===== config.mk =====
export PLATFORM = sky130hd
export DESIGN_NAME = rx_byte_packer
export DESIGN_NICKNAME = d
export VERILOG_FILES = /design/src/rtl/rx_byte_packer.sv
export SDC_FILE = /design/constraint.sdc
export NUM_CORES = 1
export LEC_CHECK = 0
export BUFFER_PORTS_ARGS = -buffer_cell sky130_fd_sc_hd__clkbuf_2
export CORE_ASPECT_RATIO = 1.75
export CORE_MARGIN = 3
export CORE_UTILIZATION = 50
export DETAILED_ROUTE_END_ITERATION = 10
export MAX_ROUTING_LAYER = met4
export PLACE_DENSITY = 0.75
export SLEW_MARGIN = 15
export SYNTH_ARGS = -nofsm -noshare
export SYNTH_HDL_FRONTEND = slang
export SYNTH_SLANG_ARGS = --single-unit
export TNS_END_PERCENT = 10

===== constraint.sdc =====
create_clock -name clock -period 9.4 [get_ports clock]
set_input_delay 0.94 -clock clock [delete_from_list [all_inputs] [get_ports clock]]
set_output_delay 0.94 -clock clock [all_outputs]
set_load 0.05 [all_outputs]

===== src/rtl/rx_byte_packer.sv =====
// rx_byte_packer: collects descrambled PSDU bytes into little-endian 32-bit
// words and queues them, with per-word length and end-of-frame tags, in a
// show-ahead output FIFO. Frames are bounded by the SIGNAL length. They are
// aborted on overflow, on a restart by a new SIGNAL, or on an inter-byte
// timeout.
module rx_byte_packer #(
  parameter int FIFO_DEPTH = 8,
  parameter int TIMEOUT    = 2048
) (
  input  logic                          clock,
  input  logic                          reset,
  input  logic                          enable,
  input  logic [11:0]                   legacy_len,
  input  logic                          legacy_sig_stb,
  input  logic [7:0]                    byte_in,
  input  logic                          byte_in_strobe,
  input  logic                          out_ready,
  output logic [31:0]                   out_data,
  output logic                          out_valid,
  output logic                          out_last,
  output logic [2:0]                    out_nbytes,
  output logic                          frame_done,
  output logic                          frame_err,
  output logic [$clog2(FIFO_DEPTH):0]   fifo_level,
  output logic [1:0]                    state
);

  localparam int AW = $clog2(FIFO_DEPTH);
  localparam int TW = $clog2(TIMEOUT + 1);
  localparam int EW = 36;  // {last, nbytes[2:0], data[31:0]}

  typedef enum logic [1:0] {
    S_IDLE    = 2'd0,
    S_COLLECT = 2'd1,
    S_DROP    = 2'd2
  } state_t;

  state_t        state_q, state_d;
  logic [11:0]   len_q, len_d;
  logic [11:0]   cnt_q, cnt_d;
  logic [31:0]   asm_q, asm_d;
  logic [TW-1:0] tmo_q, tmo_d;
  logic          done_p1, done_d;
  logic          err_p1, err_d;

  logic [1:0]    lane;
  logic [11:0]   cnt_inc;
  logic          is_final;
  logic          tmo_hit;
  logic [31:0]   merged;

  logic          push_req;
  logic          push_ok;
  logic [31:0]   push_word;
  logic [2:0]    push_nb;
  logic          push_last;

  logic [EW-1:0] mem [FIFO_DEPTH];
  logic [AW-1:0] wr_ptr_q, rd_ptr_q;
  logic [AW:0]   count_q;
  logic          full;
  logic          pop;
  logic [EW-1:0] head;

  assign lane     = cnt_q[1:0];
  assign cnt_inc  = cnt_q + 12'd1;
  assign is_final = (cnt_inc == len_q);
  assign tmo_hit  = ((tmo_q + TW'(1)) == TW'(TIMEOUT));

  // Assembly register with the incoming byte dropped into its lane
  always_comb begin
    merged = asm_q;
    merged[8*lane +: 8] = byte_in;
  end

  assign full    = (count_q == (AW+1)'(FIFO_DEPTH));
  assign pop     = out_valid & out_ready;
  assign push_ok = push_req & (~full | pop);

  // Next-state and datapath control for frame collection
  always_comb begin
    state_d   = state_q;
    len_d     = len_q;
    cnt_d     = cnt_q;
    asm_d     = asm_q;
    tmo_d     = tmo_q;
    done_d    = 1'b0;
    err_d     = 1'b0;
    push_req  = 1'b0;
    push_word = merged;
    push_nb   = 3'(lane) + 3'd1;
    push_last = is_final;

    if (enable) begin
      unique case (state_q)
        S_IDLE: begin
          // Stray bytes are ignored; only a non-empty SIGNAL opens a frame
          if (legacy_sig_stb && (legacy_len != 12'd0)) begin
            len_d   = legacy_len;
            cnt_d   = '0;
            asm_d   = '0;
            tmo_d   = '0;
            state_d = S_COLLECT;
          end
        end

        S_COLLECT, S_DROP: begin
          if (legacy_sig_stb) begin
            // A new SIGNAL pre-empts the current frame; only a frame still
            // being delivered counts as lost
            err_d = (state_q == S_COLLECT);
            cnt_d = '0;
            asm_d = '0;
            tmo_d = '0;
            if (legacy_len != 12'd0) begin
              len_d   = legacy_len;
              state_d = S_COLLECT;
            end else begin
              state_d = S_IDLE;
            end
          end else if (byte_in_strobe) begin
            cnt_d = cnt_inc;
            tmo_d = '0;
            if (state_q == S_COLLECT) begin
              if ((lane == 2'd3) || is_final) begin
                push_req = 1'b1;
                asm_d    = '0;
                if (push_ok) begin
                  if (is_final) begin
                    done_d  = 1'b1;
                    state_d = S_IDLE;
                  end
                end else begin
                  // Once a word is lost the rest of the frame is worthless
                  err_d   = 1'b1;
                  state_d = is_final ? S_IDLE : S_DROP;
                end
              end else begin
                asm_d = merged;
              end
            end else if (is_final) begin
              state_d = S_IDLE;
            end
          end else begin
            if (tmo_hit) begin
              err_d   = (state_q == S_COLLECT);
              asm_d   = '0;
              tmo_d   = '0;
              state_d = S_IDLE;
            end else begin
              tmo_d = tmo_q + TW'(1);
            end
          end
        end

        default: state_d = S_IDLE;
      endcase
    end
  end

  // Control and assembly registers; everything clears on reset, even mid-frame
  always_ff @(posedge clock or negedge reset) begin
    if (!reset) begin
      state_q <= S_IDLE;
      len_q   <= '0;
      cnt_q   <= '0;
      asm_q   <= '0;
      tmo_q   <= '0;
      done_p1 <= 1'b0;
      err_p1  <= 1'b0;
    end else begin
      state_q <= state_d;
      len_q   <= len_d;
      cnt_q   <= cnt_d;
      asm_q   <= asm_d;
      tmo_q   <= tmo_d;
      done_p1 <= done_d;
      err_p1  <= err_d;
    end
  end

  // FIFO storage; contents are don't-care while the entry is not occupied
  always_ff @(posedge clock) begin
    if (push_ok) begin
      mem[wr_ptr_q] <= {push_last, push_nb, push_word};
    end
  end

  // FIFO pointers and occupancy; pointers wrap naturally at the power-of-two depth
  always_ff @(posedge clock or negedge reset) begin
    if (!reset) begin
      wr_ptr_q <= '0;
      rd_ptr_q <= '0;
      count_q  <= '0;
    end else begin
      if (push_ok) wr_ptr_q <= wr_ptr_q + 1'b1;
      if (pop)     rd_ptr_q <= rd_ptr_q + 1'b1;
      unique case ({push_ok, pop})
        2'b10:   count_q <= count_q + 1'b1;
        2'b01:   count_q <= count_q - 1'b1;
        default: count_q <= count_q;
      endcase
    end
  end

  // Show-ahead head; fields are forced to zero while the FIFO is empty
  assign head       = mem[rd_ptr_q];
  assign out_valid  = (count_q != '0);
  assign out_data   = out_valid ? head[31:0]  : 32'd0;
  assign out_nbytes = out_valid ? head[34:32] : 3'd0;
  assign out_last   = out_valid ? head[35]    : 1'b0;

  assign fifo_level = count_q;
  assign state      = state_q;
  assign frame_done = done_p1;
  assign frame_err  = err_p1;

endmodule


After elaboration in Yosys (flattened, before gate mapping)
Memories as Yosys holds them, arrays and structs flattened. Index checks and enable logic that the tools add are counted.

Reduce and logical (&&, ||, !) cells: 13. Add/sub/neg operators: 8. Eq/ne operators: 15. Shift operators: 2. Bitwise logic cells: 4. Multiplexer cells: 59.

Operators with widths (count): $mux 32 (7); $mux 12 (9); $pmux 12 s2 (3); $pmux 32 s2 (1); $neg 5->34 (1); $shift 8x34->32 const A (1); $shiftx 8x34->32 (1); $bwmux 32 (1); $mux 1 (26); $add 12x1->12 const B (2); $mux 2 (9); $eq 12x12->1 (1); $eq 12x12->1 const B (1); $reduce_bool 12->1 (1); $reduce_and 5->1 (2); $ne 4x4->1 const B (2); $pmux 4 s2 (1); $reduce_and 4->1 (2); $add 3x1->3 const B (2); $eq 2x2->1 const B (3); $ne 2x2->1 const B (3); $ne 5x5->1 const B (1); $add 4x1->4 const B (1); $eq 2x1->1 const B (2); other kinds (16) (18).

Bits of input ports: 26. Memories: 1. Logic and storage cells: 112. RAM bits: 288. Output and inout bits: 45. Register bits: 82.

Memory list: mem (words 8, width 36, rd ports 1, clocked after memory_dff 0, write ports 1, line 58) `logic [EW-1:0] mem [FIFO_DEPTH];`.

Logic depth before layout (Yosys ltp)
Gate-level depths: netlist (run 1).

Word-level depth: 17. Gate-level depth with buffers: 14. Mapped depth without buffers: 14.

Worst setup path before layout (run 1)
OpenSTA, ideal clock, no wires.

Path kind: register to register. Start point: reg cnt_q[0]. End point: mem mem[2][0], enable pin. Path buffers: 0. Arrival: 6.125 ns. Cell stages (with the launch flop): 10. Period minus slack after synthesis: 6.657 ns. Setup time: 0.532 ns. Required time: 8.868 ns. Path slack: 2.743 ns. Cell sequence: dfrtp_1 -> inv_1 -> ha_1 -> xnor2_1 -> o311ai_0 -> nor3_1 -> o2111ai_2 -> o31ai_4 -> nand2_1 -> nor4b_1.

Longest elaborated chain between the ends: 12. Elaborated cells between the ends (all ways): 13. Classes of those cells: add/sub: 1; eq/ne: 2; mux: 8; bitwise: 1; reduce/logical: 1.

Ends and longest elaborated chain: from (decl) (line 40) `logic [11:0] cnt_q, cnt_d;`; from (signal assigned) (line 174) `cnt_q <= cnt_d;`; $add 12x1->12 (line 66) `assign cnt_inc = cnt_q + 12'd1;`; net cnt_inc[0] (line 47) `logic [11:0] cnt_inc;`; $eq 12x12->1 (line 67) `assign is_final = (cnt_inc == len_q);`; $logic_or 1x1->1 (line 125) `if ((lane == 2'd3) || is_final) begin`; $mux 1 (line 125); $mux 1 (line 124) `if (state_q == S_COLLECT) begin`; $mux 1 (line 121) `end else if (byte_in_strobe) begin`; $mux 1 (line 108) `if (legacy_sig_stb) begin`; $mux 1 (line 95) `unique case (state_q)`; $mux 1 (line 94) `if (enable) begin`; $and 1x1->1 (line 78) `assign push_ok = push_req & (~full | pop);`; $mux 1 (line 184) `if (push_ok) begin`; $mux 1 (not written as such) (line 185) `mem[wr_ptr_q] <= {push_last, push_nb, push_word};`; to (decl) (line 58).

The timed path passes the listed nets, and every way through them passes these cells.

Final worst setup path (run 1)
Start point: reg rd_ptr_q[0]. End point: out out_data[25].

Longest elaborated chain between the ends: 2.

Ends and longest elaborated chain: from (decl) (line 59) `logic [AW-1:0] wr_ptr_q, rd_ptr_q;`; from (signal assigned) (line 197) `if (pop) rd_ptr_q <= rd_ptr_q + 1'b1;`; $mem_v2 8x36; $mux 32 (line 209) `assign out_data = out_valid ? head[31:0] : 32'd0;`; to (decl) (line 18) `output logic [31:0] out_data,`.

No other way between the ends.

==> key figures, run 1 <==
Status
  – Status: completed

Drt
  – Drc violations: 0
  – Routed met3 length: between 1000 and 1500 µm
  – DR vias: around 9000
  – DRT iter0 DRCs: about 660
  – WL met2: between 15000 and 20000 µm
  – ANT nets after route: 0
  – Routed WL per cell: between 20 and 25 µm
  – Detailed-router iteration count before antenna repair: 5
  – Vias per Instance: 5.716
  – Met1 wire length: 12490 µm
  – WL final: about 32000 µm
  – Highest Signal Layer: met4

Synthesis
  – Yosys warns: 0
  – Largest family of logic cells by synthesized area: multiplexers
  – Top_reg_cell synth: edfxtp_1
  – Post-synth EDFFs: around 290
  – Post-synthesis mux area share: between 10 and 15%
  – Post-synthesis cell type count: 60
  – Net Count, Synth: between 1000 and 1500
  – Avg Cell Area, Syn: ~15 µm²
  – Synthesized cell area: around 16000 µm²
  – Complex-gate fraction of the synthesized area: ~6.6%
  – Synth top area share: between 50% and 60%
  – Post-Synth XOR/XNOR Area: 1.263%
  – Largest cells by area after synthesis: edfxtp_1, dfrtp_1, mux4_2
  – Adder-Cell Fraction of Synth Area: 1.303%
  – Synth Instances: approximately 1000
  – Yosys reg bits: 370
  – Post-synth ARST share: ~22%
  – Sequential-to-total area share from yosys stat: about two thirds
  – Post-synth top area cell: edfxtp_1
  – Post-synthesis simple-gate area fraction: 6.937%

Worst setup path
  – Crit path arrival time: between 3000 and 4000 ps
  – Setup CP Type: register to primary output
  – Crit path from: rd_ptr_q[0]
  – Flop-to-flop setup slack: between 5000 and 6000 ps
  – Crit path to: out_data[25]
  – Reg2reg end: mem[7][2]
  – Setup crit end kind: primary output
  – Crit path max fanout: 50
  – CP startpoint kind: register
  – Startpoint of the worst register-to-register path: cnt_q[0]
  – Worst Path Required: approximately 8500 ps
  – Reg2reg path depth: 10

Global routing
  – Largest net degree at the start of global routing: 51
  – GRT overflow: 0
  – Antenna violations before repair: 0
  – Gr usage total: between 15 and 20%
  – Global-route wire length before repair: 51150 µm
  – Vias in the first global route: slightly above 9000

Finish
  – Post-route cell area: roughly 18000 µm²
  – Final Util: a little under three fifths
  – Ant. Diodes: 0
  – Synth-to-Final Area Change: 11.72%
  – Proportion of layout cells with a drive suffix above 1: between 20% and 30%
  – Final Net Count: 1162

Floorplan
  – Chip height: approximately 240 µm
  – Core area: between 30000 and 40000 µm²
  – Total Die Area: between 30000 and 40000 µm²
  – Die Width: ~140 µm
  – Initial core utilization: 51.34%
  – IO Count: 71
  – Row cnt: 85

Power and ir drop
  – Switching share of power: 34.02%
  – Maximum VDD drop: between 0.2 and 0.25 mV
  – Total power per unit cell area: around 260 nW/µm²
  – Clock power share: 27.5%
  – Logic gate share of total power: 29.2%
  – P_leak: around 6.8 nW
  – Pwr Total: roughly 4.6 mW
  – Seq pwr share: a little over two fifths
  – NetSw: about 1.6 mW
  – P_int: between 3 and 4 mW

STA
  – Final setup vio count: 0
  – Worst rel slew slack: a little over a quarter
  – Setup TNS Final: 0 ps
  – Final Hold Vio Count: 0
  – Clock Skews: between 10 and 15 ps
  – Min cycle time layout: about 4400 ps
  – Fin crit share: 47.07%
  – Final count of pins violating max slew: 0
  – Worst hold slack: around 360 ps
  – Slew at the pin closest to its max-slew limit: 1096 ps
  – FMAX: between 200 and 250 MHz
  – RSZ-0062 raised after global routing: no

Run
  – Max cap viols: 0

Clocking
  – Clock Sinks: 370
  – Postcts setup bufs: 0
  – Root buf cell: clkbuf_16
  – Clock Pin Slew Worst Setup and Hold Paths: 70 ps
  – Cts repair resizes: 0
  – CTS Buf Count: 31
  – H-tree depth: 1
  – Worst-Skew Late Latency: about 570 ps
  – Hold buffers post-CTS: 0
  – CTS tree: done
  – Longest Clk Path Bufs: 3

Placed design
  – Port bufs: 70
  – Final HPWL DP: ~20000 µm
  – Area after DPL: between 15000 and 20000 µm²
  – GP Congestion: 0.8065

Worst hold path
  – Hold WC Path Type: primary input to asynchronous set/reset pin
## sequential cells by signal, indices dropped and copies added, names as in the netlist
name        flops
len_q          12
cnt_q          12
asm_q          32
frame_err       1
state           2
fifo_level      4
frame_done      1
rd_ptr_q        3
wr_ptr_q        3
mem           288
tmo_q          12
## power groups by stage
stage,Combinational (mW),Clock [mW],Sequential [mW]
5_1_grt,1.46,1.36,2.02
3_5_place_dp,1.38,0,2.04
2_1_floorplan,1.08,0,1.99
4_1_cts,1.38,1.29,2.01
6_report,1.35,1.27,2.00
3_3_place_gp,1.36,0,2.04
## worst min-delay path by stage
stage	endpoint	slack, ps	cells after the start
3_5_place_dp	asm_q[30]	470	2
3_3_place_gp	asm_q[12]	460	2
6_report	tmo_q[6]	360	1
5_1_grt	tmo_q[5]	390	1
4_1_cts	tmo_q[5]	360	1
2_1_floorplan	asm_q[0]	450	2
## cell usage in the layout, fill, tap and decap left out, types with 5 or more instances in the layout
cell type / count
o41ai_1: 5
clkbuf_16: 31
dfrtp_1: 79
xor2_1: 9
buf_4: 23
mux4_2: 72
nand3_1: 15
ha_1: 15
nor3_1: 9
edfxtp_1: 288
nor2_1: 63
a21oi_1: 11
or3_1: 5
mux2_2: 13
o21ai_0: 33
clkbuf_1: 8
nor2b_1: 7
o21a_1: 35
clkbuf_2: 69
o31ai_1: 10
o21ai_2: 30
mux2i_1: 41
xnor2_1: 14
inv_1: 80
and3_1: 10
nand2_1: 92
## cell usage after synthesis, types with 14 or more instances
cell	n
edfxtp_1	288
nand2_1	92
dfrtp_1	82
inv_1	80
mux4_2	72
nor2_1	65
mux2i_1	41
o21a_1	35
o21ai_0	33
o21ai_2	30
clkbuf_1	24
ha_1	15
nand3_1	15
xnor2_1	14
## cell type report
type | instances | area, µm²
timing repair buffer | 92 | 518.0
clock inverter | 17 | 175.2
inverter | 80 | 300.3
fill | 2399 | 13240
multi-input combinational | 545 | 4805
tap | 391 | 489.2
sequential | 370 | 10710
clock buffer | 40 | 819.5
## stage by stage
stage / instances / worst slack (ps)
after global routing: 1535 / 4706
after floorplan: 1039 / 2743
after global placement: 1478 / 5432
after CTS: 1535 / 4861
final: 1535 / 4976
after detailed placement: 1478 / 5325
## metal layers
| layer | GRT usage [%] | vias to the layer above |
|---|---|---|
| li1 | - | 4040 |
| met1 | 24.20 | 4462 |
| met2 | 34.88 | 225 |
| met3 | 2.034 | 47 |
| met4 | 5.106 | 0 |
| met5 | - | - |
## critical path, stage by stage (launching register included)
cell and delay [ps]:
dfrtp_4 760, buf_4 880, mux4_2 610, mux2i_1 260
nor2_1 70, clkbuf_2 280
## logic make-up after synthesis
kind of cell    Yosys count
xor+xnor                 23
flops                   370
compound gates          144
buf+inv                 124
mux                     127
simple gates            235
fa+ha+maj                16
(Power assumes the default switching activity.)
==> inputs of run 2 (changes only) <==
==> constraint.sdc (replaced) <==
create_clock -name clock -period 4.2 [get_ports clock]
set_input_delay 0.42 -clock clock [delete_from_list [all_inputs] [get_ports clock]]
set_output_delay 0.42 -clock clock [all_outputs]
set_load 0.05 [all_outputs]
==> key figures, run 2 (same netlist as run 1, synthesis figures left out) <==
Global routing
  – Global-route wire length before repair: roughly 54000 µm
  – Layer with the highest usage: met2
  – Vias in the first global route: approximately 9600
  – Met3 usage: under 10%
  – Antenna violations before repair: 0
  – GRT overflow: 0
  – Gr usage total: a little over a fifth
  – M2 GR Usage: between 30% and 40%
  – Met1 Use GR: 24.22%
  – Largest net degree at the start of global routing: 47

Finish
  – Final Net Count: roughly 1200
  – Final Util: around 58%
  – Synth-to-Final Area Change: 13.39%
  – Ant. Diodes: 0
  – Most frequent cells in the layout: edfxtp_1, nand2_1, inv_1
  – Leading cell type in the layout, fill and taps excluded: edfxtp_1
  – Layout Cells excl Fill: approximately 1600
  – Regs by FF count: mem: 288 flops, asm_q: 32 flops
  – Proportion of layout cells with a drive suffix above 1: 24.94%
  – Biggest register: mem
  – # fillers: 2378
  – Max reg flops: 288

STA
  – Worst rel slew slack: 27.84%
  – Min cycle time layout: 3724 ps
  – Slew at the pin closest to its max-slew limit: about 1100 ps
  – Final setup vio count: 0
  – Final count of pins violating max slew: 0
  – Clock Skews: ~24 ps
  – RSZ-0062 raised after global routing: no
  – Fin crit share: 88.66%
  – Final Hold Vio Count: 0
  – FMAX: ~270 MHz

Power and ir drop
  – Clock power share: between 20% and 30%
  – Pwr Total: approximately 11 mW
  – NetSw: 3.715 mW
  – P_leak: ~7 nW
  – Logic gate share of total power: 30.0%
  – Seq pwr share: 42.1%
  – Switching share of power: about 35%
  – Maximum VDD drop: ~0.60 mV
  – Total power per unit cell area: slightly below 600 nW/µm²
  – P_int: between 7 and 8 mW

Floorplan
  – Row cnt: 85
  – Chip height: 242.2 µm
  – Total Die Area: around 34000 µm²
  – Core area: slightly above 30000 µm²
  – Die Width: 141.0 µm
  – Initial core utilization: between 50% and 60%
  – IO Count: a little over 70

Worst setup path
  – Worst Path Required: roughly 4400 ps
  – Crit path max fanout: 21
  – Crit path arrival time: a little under 4000 ps
  – CP startpoint kind: register
  – Reg2reg path depth: 10
  – Slowest cell on crit path: ha_1
  – Setup crit end kind: register
  – Critical Path Max Stage Delay: between 500 and 600 ps
  – Worst path cell trace: inv_1 > ha_1 > xnor2_1 > o311ai_0 > nor3_1 > o2111ai_2 > o31ai_4 > nand2_1 > nor4b_4 > buf_4
  – Setup CP Type: register to register

Worst hold path
  – Hold Crit Depth: 2
  – Hold WC Path Type: primary input to register

Drt
  – Detailed-router iteration count before antenna repair: 5
  – WL final: approximately 34000 µm
  – DR vias: 9072
  – Vias per Instance: approximately 5.9
  – Routed WL per cell: around 22 µm
  – DRT iter0 DRCs: roughly 630
  – Drc violations: 0
  – ANT nets after route: 0

Placed design
  – GP Congestion: around 0.79
  – Final HPWL DP: ~22000 µm
  – Placed cell count: ~1500
  – Port bufs: 70

Clocking
  – Clock Pin Slew Worst Setup and Hold Paths: around 60 ps
  – Longest Clk Path Bufs: 3
  – Clock Sinks: 370
  – Postcts setup bufs: 0
  – CTS tree: done
  – Worst-Skew Late Latency: about 530 ps
  – Root buf cell: clkbuf_16
  – CTS Buf Count: 34
  – H-tree depth: 2

Run
  – Max cap viols: 0

Status
  – Status: completed
-- run 2: cell types whose count changed in the layout (fill, tap and decap cells not counted), moves of 3 or more --
cell       delta
buf_4         +5
buf_12        +4
clkinv_1      +4
clkbuf_16     +3
-- run 2: path summary, 6_finish.rpt --
check	end	from	slack (ps)
setup / recovery	mem[2][0]	cnt_q[1]	480
hold / removal	len_q[6]	legacy_len[6]	140
setup reg to reg	mem[2][0]	cnt_q[1]	480
hold reg to reg	asm_q[12]	asm_q[12]	470
max in group asynchronous	state[1]	reset	2770
min in group asynchronous	tmo_q[3]	reset	450
-- run 2: metrics by stage --
| step | area (µm²) | setup WS, ps | TNS, ps | hold slack [ps] |
|---|---|---|---|---|
| global placement | 16990 | 628.8 | 0 | 459.2 |
| CTS | 18070 | 512.5 | 0 | 127.1 |
| finish | 18080 | 476.5 | 0 | 143.1 |
| global route | 18080 | 187.9 | 0 | 134.3 |
| detailed placement | 16990 | 537.0 | 0 | 465.1 |
| floorplan | 15990 | -700.0 | -58770 | 124.4 |
-- run 2: what timing repair did --
item                                    4_1_cts  5_1_grt
endpoints found under the setup margin        0        0
gates resized for setup                       0        0
hold buffers                                  1        0
hold endpoints to repair                     45        0
-- run 2: power groups by stage --
| stage | clock network [mW] | registers [mW] | logic, mW |
|---|---|---|---|
| 3_5_place_dp | 0 | 4.62 | 3.26 |
| 2_1_floorplan | 0 | 4.45 | 2.51 |
| 3_3_place_gp | 0 | 4.61 | 3.21 |
| 4_1_cts | 3.06 | 4.54 | 3.28 |
| 6_report | 2.99 | 4.53 | 3.23 |
| 5_1_grt | 3.21 | 4.57 | 3.46 |
-- run 2: final cells by class --
type	instances	area (µm²)	share of cell area, %
sequential	370	10710	59.22
timing repair buffer	102	645.6	3.571
tap	391	489.2	2.706
inverter	80	300.3	1.661
clock inverter	18	167.7	0.9274
multi-input combinational	545	4861	26.89
clock buffer	44	908.4	5.025
-- run 2: critical path, delay by kind of cell, from the launching register on --
kind	cells	cell delay (ps)
and+or+nand+nor	3	970
AOI/OAI and AO/OA	3	750
adders and majority gates	1	520
buffers and inverters	2	490
DFF	1	470
xor gates and xnor gates	1	160
-- run 2: layer usage --
layer,up-vias,wire (µm)
li1,4079,-
met1,4666,12680
met2,250,18610
met3,77,1382
met4,0,1385
met5,-,0
==> inputs of run 3 (changes only) <==
--- a/config.mk
+++ b/config.mk
@@ -6,7 +6,7 @@
 export NUM_CORES = 1
 export LEC_CHECK = 0
 export BUFFER_PORTS_ARGS = -buffer_cell sky130_fd_sc_hd__clkbuf_2
-export CORE_ASPECT_RATIO = 1.75
+export CORE_ASPECT_RATIO = 1.4
 export CORE_MARGIN = 3
 export CORE_UTILIZATION = 50
 export DETAILED_ROUTE_END_ITERATION = 10
==> constraint.sdc (replaced) <==
create_clock -name clock -period 3.85 [get_ports clock]
set_input_delay 0.385 -clock clock [delete_from_list [all_inputs] [get_ports clock]]
set_output_delay 0.385 -clock clock [all_outputs]
set_load 0.05 [all_outputs]
==> key figures, run 3 (same netlist as run 1, synthesis figures left out) <==
Global routing
  – M2 GR Usage: approximately a third
  – Met3 usage: around 3.7%
  – GRT overflow: 0
  – Largest net degree at the start of global routing: 64
  – Gr usage total: 20.77%
  – Antenna violations before repair: 0
  – Vias in the first global route: about 9400
  – Layer with the highest usage: met2
  – Global-route wire length before repair: ~53000 µm
  – Met1 Use GR: a little over a quarter

Power and ir drop
  – Switching share of power: ~34%
  – Pwr Total: ~12 mW
  – P_leak: ~6.9 nW
  – Maximum VDD drop: 0.5807 mV
  – NetSw: about 4.0 mW
  – Logic gate share of total power: just under 30%
  – Total power per unit cell area: 647.4 nW/µm²
  – Clock power share: between 20% and 30%
  – Seq pwr share: ~42%
  – P_int: ~8 mW

Finish
  – Storage element area: approximately 11000 µm²
  – Max reg flops: between 200 and 300
  – Final Net Count: between 1000 and 1500
  – Leading cell type in the layout, fill and taps excluded: edfxtp_1
  – Multi-input gate area: around 5000 µm²
  – Synth-to-Final Area Change: 13.94%
  – Most frequent cells in the layout: edfxtp_1, nand2_1, inv_1
  – Regs by FF count: mem: 288 flops, asm_q: 32 flops
  – # fillers: 2300
  – Proportion of layout cells with a drive suffix above 1: approximately a quarter
  – Biggest register: mem
  – Ant. Diodes: 0

STA
  – Worst rel slew slack: between 40% and 50%
  – RSZ-0062 raised after global routing: no
  – Final setup vio count: 0
  – Post-layout worst setup margin: roughly 320 ps
  – Fin crit share: just over 90%
  – Final count of pins violating max slew: 0
  – Clock Skews: 14.64 ps
  – Min cycle time layout: about 3500 ps
  – Final Hold Vio Count: 0
  – FMAX: roughly 280 MHz
  – Slew at the pin closest to its max-slew limit: 835.2 ps

Run
  – Max cap viols: 0

Clocking
  – Longest Clk Path Bufs: 3
  – Clock Sinks: 370
  – H-tree depth: 2
  – Root buf cell: clkbuf_16
  – Worst-Skew Late Latency: between 500 and 600 ps
  – Clock Pin Slew Worst Setup and Hold Paths: around 60 ps
  – CTS Buf Count: 36
  – CTS tree: done

Floorplan
  – Core area: between 30000 and 40000 µm²
  – Die Width: 156.9 µm
  – Total Die Area: 34100 µm²
  – Chip height: 217.3 µm
  – Row cnt: 76
  – Initial core utilization: between 50% and 60%
  – IO Count: 71

Worst setup path
  – Setup crit end kind: register
  – Reg2reg end: fifo_level[3]
  – CP top delay family: compound AO/OA/AOI/OAI gates
  – Crit path max fanout: 13
  – Reg2reg path depth: 14
  – Worst path cell trace: inv_1 > ha_4 > xnor2_1 > o311ai_0 > nor3_1 > o2111ai_2 > o31ai_4 > a31o_2 > inv_1 > ha_1 > a21o_1 > a21oi_1 > mux2i_1 > xnor2_1
  – Critical path buffers and inverters: 2
  – Worst Path Required: approximately 4300 ps
  – Crit path arrival time: around 4000 ps
  – Critical Path Max Stage Delay: 460 ps
  – Setup CP Type: register to register
  – Flop-to-flop setup slack: 320 ps
  – Slowest cell on crit path: dfrtp_1
  – CP startpoint kind: register
  – Startpoint of the worst register-to-register path: cnt_q[1]

Placed design
  – Port bufs: 70
  – Final HPWL DP: between 20000 and 25000 µm
  – GP Congestion: 0.8098
  – DP Worst Slack: around 250 ps

Drt
  – DR vias: ~9000
  – ANT nets after route: 0
  – DRT iter0 DRCs: 570
  – Vias per Instance: between 5 and 6
  – WL final: around 33000 µm
  – Drc violations: 0
  – Detailed-router iteration count before antenna repair: 5
  – Routed WL per cell: 21.42 µm

Worst hold path
  – Hold path start: legacy_len[8]
  – Hold Crit Depth: 2
  – Hold WC Path Type: primary input to register
  – Hold endpoint: len_q[8]

Status
  – Status: completed
[run 3: changes by cell type in the layout (fill, tap and decap cells not counted), sizes merged]
| cell | change |
|---|---|
| buf | +3 |
| bufinv | +1 |
| clkbuf | +7 |
| clkinv | -2 |
| clkinvlp | -2 |
| inv | -2 |
[run 3: power by group through the flow]
stage                     Combinational, mW  Clock, mW  Sequential [mW]
after floorplan                        2.65          0             4.86
after global placement                 3.42          0             4.97
after detailed placement               3.48          0             4.98
after CTS                              3.49       3.48             4.89
after global routing                   3.74       3.65             4.93
final                                  3.47       3.41             4.89
[run 3: worst max path at each step]
stage                         from            end  slack (ps)  depth (start not counted)
after CTS                 cnt_q[1]  fifo_level[3]         220                         14
after detailed placement  cnt_q[1]  fifo_level[3]         250                         14
after global routing      cnt_q[1]  fifo_level[3]          70                         14
final                     cnt_q[1]  fifo_level[3]         320                         14
after global placement    cnt_q[1]  fifo_level[3]         360                         14
after floorplan           cnt_q[0]      mem[3][0]        -250                          9
[run 3: cell type report]
cell class | instances | area share [%]
flip-flops and latches | 370 | 58.94
multi-input cells | 545 | 26.84
clock buffers | 51 | 5.386
repair buffers | 105 | 3.678
well taps | 390 | 2.686
inverters | 80 | 1.653
clock inverters | 13 | 0.8196
[run 3: routing by layer]
metal  up-vias  part of all wire [%]
met5         -                     0
met4         0                   2.4
met3        50                   4.9
met2       225                    52
met1      4605                    40
li1       4089                     -
[run 3: worst register-to-register path, stage by stage (launching register included)]
cell       delay [ps]
dfrtp_1           460
inv_1             150
ha_4              370
xnor2_1           130
o311ai_0          140
nor3_1            250
o2111ai_2         200
o31ai_4           400
a31o_2            260
inv_1              70
ha_1              270
a21o_1            180
a21oi_1           210
mux2i_1           250
xnor2_1           130
[run 3: repair_timing]
item                                   CTS  global route
gates resized for setup                  0             1
setup endpoints to repair                0             1
hold buffers                             1             0
endpoints found under the hold margin   42             0
setup buffers                            0             2
[run 3: through the flow]
stage          setup TNS [ps]  hold WS [ps]  util, %  std cells  area (µm²)
6_report                    0         117.4    58.43       1554       18170
5_1_grt                     0         110.9    58.43       1554       18170
4_1_cts                     0         91.88    58.35       1552       18140
3_5_place_dp                0         466.3    54.69       1487       17010
3_3_place_gp                0         458.5    54.69       1487       17010
2_1_floorplan          -29340         89.41        -       1039       16020
